$ cat src/rtl/cpu_pkg.sv
// Shared types and constants for the fetch stage and control FSM.
// Instruction class codes are decoded from instr[15:14].
package cpu_pkg;

    localparam int ADDR_W_DEF = 16;

    typedef logic [15:0]           instr_t;
    typedef logic [ADDR_W_DEF-1:0] addr_t;

    typedef enum logic [1:0] {
        IDLE,
        REQ,
        WAIT,
        HOLD
    } fetch_state_e;

    localparam logic [1:0] CLS_INV   = 2'b00;
    localparam logic [1:0] CLS_FMT1  = 2'b01;
    localparam logic [1:0] CLS_ARITH = 2'b10;
    localparam logic [1:0] CLS_FMT2  = 2'b11;

    function automatic logic [1:0] instr_cls(input instr_t i);
        return i[15:14];
    endfunction

endpackage

$ cat src/rtl/pc_reg.sv
// Program counter register with reset value and parallel load.
// Exposes pc+1 so the owner can select increment or redirect.
module pc_reg
    import cpu_pkg::*;
#(
    parameter int               ADDR_W   = 16,
    parameter logic [ADDR_W-1:0] RESET_PC = '0
) (
    input  logic              clock,
    input  logic              reset,
    input  logic              load,
    input  logic [ADDR_W-1:0] load_pc,
    output logic [ADDR_W-1:0] pc,
    output logic [ADDR_W-1:0] pc_inc
);

    // Increment wraps naturally at 2^ADDR_W.
    assign pc_inc = pc + ADDR_W'(1);

    // Reset beats load; load covers both redirect and increment.
    always_ff @(posedge clock) begin
        if (reset) begin
            pc <= RESET_PC;
        end else if (load) begin
            pc <= load_pc;
        end
    end

endmodule

$ cat src/rtl/fetch_unit.sv
// Instruction fetch stage: PC, memory read sequencing, instruction
// register and valid/ready handoff to control, with redirect flush.
module fetch_unit
    import cpu_pkg::*;
#(
    parameter int                ADDR_W   = 16,
    parameter logic [ADDR_W-1:0] RESET_PC = '0,
    parameter int                MEM_LAT  = 1
) (
    input  logic              clock,
    input  logic              reset,
    input  logic              run,
    output logic              mem_rd,
    output logic [ADDR_W-1:0] mem_addr,
    input  logic [15:0]       mem_rdata,
    output instr_t            instr,
    output logic [ADDR_W-1:0] instr_pc,
    output logic [1:0]        instr_class,
    output logic              instr_valid,
    input  logic              instr_ready,
    input  logic              redirect,
    input  logic [ADDR_W-1:0] redirect_pc
);

    localparam logic [2:0] LAT_M1 = 3'(MEM_LAT - 1);

    fetch_state_e      state;
    logic [2:0]        cnt;
    logic [ADDR_W-1:0] pc;
    logic [ADDR_W-1:0] pc_inc;
    logic [ADDR_W-1:0] load_pc;
    logic              capture;
    logic              load;

    // Capture happens in WAIT once the latency counter has run out.
    assign capture = (state == WAIT) && (cnt == 3'd0) && !redirect;
    assign load    = redirect | capture;
    assign load_pc = redirect ? redirect_pc : pc_inc;

    assign mem_addr    = pc;
    assign instr_class = instr_cls(instr);

    pc_reg #(
        .ADDR_W   (ADDR_W),
        .RESET_PC (RESET_PC)
    ) u_pc_reg (
        .clock   (clock),
        .reset   (reset),
        .load    (load),
        .load_pc (load_pc),
        .pc      (pc),
        .pc_inc  (pc_inc)
    );

    // Fetch sequencer with registered read strobe and instruction register.
    always_ff @(posedge clock) begin
        if (reset) begin
            state       <= IDLE;
            cnt         <= 3'd0;
            mem_rd      <= 1'b0;
            instr       <= 16'h0000;
            instr_pc    <= '0;
            instr_valid <= 1'b0;
        end else if (redirect) begin
            state       <= IDLE;
            cnt         <= 3'd0;
            mem_rd      <= 1'b0;
            instr_valid <= 1'b0;
        end else begin
            mem_rd <= 1'b0;
            unique case (state)
                IDLE: begin
                    if (run) begin
                        state  <= REQ;
                        mem_rd <= 1'b1;
                    end
                end
                REQ: begin
                    cnt   <= LAT_M1;
                    state <= WAIT;
                end
                WAIT: begin
                    if (cnt == 3'd0) begin
                        instr       <= mem_rdata;
                        instr_pc    <= pc;
                        instr_valid <= 1'b1;
                        state       <= HOLD;
                    end else begin
                        cnt <= cnt - 3'd1;
                    end
                end
                HOLD: begin
                    if (instr_valid && instr_ready) begin
                        instr_valid <= 1'b0;
                        if (run) begin
                            state  <= REQ;
                            mem_rd <= 1'b1;
                        end else begin
                            state <= IDLE;
                        end
                    end
                end
            endcase
        end
    end

endmodule

$ cat config.mk
export PLATFORM = sky130hd
export DESIGN_NAME = fetch_unit
export DESIGN_NICKNAME = d
export VERILOG_FILES = /design/src/rtl/cpu_pkg.sv /design/src/rtl/pc_reg.sv /design/src/rtl/fetch_unit.sv
export SDC_FILE = /design/constraint.sdc
export NUM_CORES = 1
export LEC_CHECK = 0
export CORE_MARGIN = 2
export CORE_UTILIZATION = 40
export DETAILED_ROUTE_END_ITERATION = 8
export HOLD_SLACK_MARGIN = 0.05
export PLACE_DENSITY = 0.78
export RECOVER_POWER = 100
export REMOVE_ABC_BUFFERS = 1
export SLEW_MARGIN = 20
export SYNTH_ARGS = -nofsm -noshare
export SYNTH_HDL_FRONTEND = slang
export SYNTH_SLANG_ARGS = --single-unit
$ cat constraint.sdc
create_clock -name clock -period 2.3 [get_ports clock]
set_clock_uncertainty 0.05 [all_clocks]
set_input_delay 0.69 -clock clock [delete_from_list [all_inputs] [get_ports clock]]
set_output_delay 0.69 -clock clock [all_outputs]
set_load 0.02 [all_outputs]
==> impl_results.md <==
* Worst-Skew Late Latency at 300 ps
* Worst Reg-to-Reg Cells at 8
* Mapped Area at roughly 2500 um2
* Seq cells post-synth at 55
* DR DRC count at 0
* Tightest hold margin at 405 ps
* Synth cell types at between 40 and 50
* Worst Setup SP: u_pc_reg.pc[11]
* Syn Inst Count at 312
* Post-DP HPWL at just under 5 mm
* Vias in the first global route at between 2000 and 2500
* Hold Crit Start: instr_pc[4]
* DR pass1 iterations at 5
* Placer Congestion at 0.830
* Avg Cell Area, Syn at between 8 and 9 um2
* Most common cell after layout, fill and taps aside: nand2_1
* Inst Count DP at 470
* CP startpoint kind: flip-flop
* Peak VDD IR at ~330 uV
* Wl on met1 at between 2 and 3 mm
* Fill count at 596
* Final Hold Fails at 0
* Die Height at roughly 84 um
* Fraction of layout cells with a size suffix above 1 at 0.0672
* Crit end category: output port
* CTS tree: built
* Synth Warn # at 0
* # diodes at 0
* Final WL at ~6.5 mm
* Slowest-stage cell, CP: clkdlybuf4s50_1
* Final Setup Violations at 0
* Crit Path Class: reg -> out
* Full die area at 6990 um2
* Final instance area at around 3600 um2
* Port bufs at 88
* Via/cell ratio at roughly 5.1
* Die Width at 83.6 um
* First-pass GRT wire length at 11.2 mm
* I/O Pins at a little under 90
* Sequential Area at between 1000 and 1500 um2
* Num Clock Sinks at 55
* Multi-input logic area at 1260 um2
* Max Fclk at 455 MHz
* Top Layer Used: met4
* DR WL met2 at 3.25 mm
* Clock slew at reported path FFs at ~90 ps
* Critical Path AT at around 1500 ps
* Final period util at 0.955
* Final worst path period need at between 2000 and 2500 ps
* Max Slew Vio Count at 0
* DP Area at between 3000 and 4000 um2
* Maximum clock path buffer count at 2
* RSZ-0062 raised after global routing: false
* Setup_tns at 0 ps
* Total power at between 1.5 and 2 mW
* Worst Path Max Fanout at 8
* Reg2reg start: state[0]
* LEAKAGE at 1.47 nW
* Total GRT Usage at 0.192
* Via count at about 2400
* Most frequent cells in the layout: 72 x nand2_1, 55 x dfxtp_1, 47 x dlygate4sd3_1, 40 x a21oi_1, 40 x clkdlybuf4s50_1
* Area growth syn-to-layout at 42.1%
* Initial antenna violation count at 0
* Power Dens Cells at around 500 nW/um2
* DR WL/cell at 13.6 um
* Worst-Margin Slew at 548 ps
* Total CTS buffers at 5
* Final Non-Filler Cells at ~480
* WHS Endpoint: instr_pc[4]
* Critical Path RT at about 1600 ps
* DR WL met3 at about 380 um
* Congestion Overflow GR at 0
* Max incr delay on CP at between 600 and 700 ps
* # rows at 29
* Bufs and invs on worst path at 1
* Critical Path, Cell by Cell: clkdlybuf4s50_1
* Htree depth at 2
* Slew headroom at 0.635
* R2r setup slk at 140 ps
* DR iter-0 viols at between 150 and 200
* Type of the tightest min-delay check: reg -> reg
* Total of max-cap violations at 0
* Starting Density at 0.406
* NumNets Final at approximately 450
* Largest net degree at the start of global routing at 25
* Critical path's top delay family: buffers and inverters
* Critical R2R Capture: u_pc_reg.pc[1]
* ANT nets after route at 0
* Register area share after synthesis at 0.434
* Hold path cells at 2
* Status: finished clean
* Core Area at approximately 6200 um2
* CTS root buf: clkbuf_8
cell usage after synthesis:
master	n	area [um2]
nor4_1	3	18.8
nor4_4	1	21.3
xor2_1	6	52.6
buf_4	2	15.0
a221oi_1	1	8.76
nor2b_1	3	18.8
dfxtp_1	55	1100
or2_2	1	6.26
nand3_1	6	30.0
mux2_1	1	11.3
clkbuf_1	11	41.3
nand2_1	72	270
nand4_1	2	12.5
and4b_1	2	20.0
buf_2	6	30.0
o31ai_1	1	7.51
a2111oi_2	2	30.0
nand4b_2	1	15.0
o21a_1	11	82.6
a2111oi_1	1	10.0
a41oi_1	2	17.5
inv_1	21	78.8
o31a_1	2	17.5
o21ai_1	1	5.00
buf_1	1	3.75
nor2_2	1	6.26
a211oi_1	3	22.5
nor3_1	11	55.1
a21oi_1	40	200
nor2_1	12	45.0
mux2i_1	4	40.0
nor4_2	2	25.0
and3_1	2	12.5
nor3b_1	2	15.0
xnor2_1	3	26.3
or2_1	1	6.26
nand3b_1	2	15.0
a222oi_1	1	10.0
ha_1	8	100
nand2b_1	2	12.5
a31oi_1	3	18.8
worst max path at each step:
| stage | end | slack [ps] | depth (start not counted) |
|---|---|---|---|
| after floorplan | instr[0] | 210 | 6 |
| after global placement | state[0] | 80 | 5 |
| after detailed placement | state[0] | -40 | 5 |
| after CTS | u_pc_reg.pc[13] | 90 | 6 |
| after global routing | u_pc_reg.pc[11] | 30 | 4 |
| final | mem_addr[11] | 100 | 1 |
final cells by class:
| type | count | area share |
|---|---|---|
| inverter | 21 | 0.0219 |
| multi-input combinational | 216 | 0.350 |
| clock inverter | 1 | 0.00139 |
| clock buffer | 6 | 0.0229 |
| tap | 77 | 0.0267 |
| timing repair buffer | 103 | 0.272 |
| sequential | 55 | 0.306 |
metal layers:
| layer | vias to the layer above | track usage |
|---|---|---|
| li1 | 1234 | - |
| met1 | 1117 | 0.234 |
| met2 | 73 | 0.335 |
| met3 | 8 | 0.0485 |
| met4 | 0 | 0.0528 |
| met5 | - | 0 |
where the power goes:
part	switching (mW)	total, mW	internal, mW
clock network	0.298	0.535	0.237
registers	0.0346	1.01	0.977
logic	0.122	0.258	0.136
total	0.454	1.80	1.35
timing repair:
action	CTS	global route
hold buffers	0	0
endpoints found under the setup margin	0	1
setup buffers	0	2
resized for setup	0	0
kinds of logic after synthesis:
family | synth area share
muxes | 0.0202
and+or+nand+nor | 0.239
AOI/OAI and AO/OA | 0.170
xor gates and xnor gates | 0.0311
adders and majority gates | 0.0395
DFF | 0.434
buffers and inverters | 0.0666
metrics by stage:
stage | util | worst slack (ps)
6_report | 0.577 | 104
3_3_place_gp | 0.567 | 75.8
5_1_grt | 0.577 | 26.8
4_1_cts | 0.581 | 86.5
3_5_place_dp | 0.567 | -43.8
2_1_floorplan | - | 213
Power figures use the tool's default switching activity.
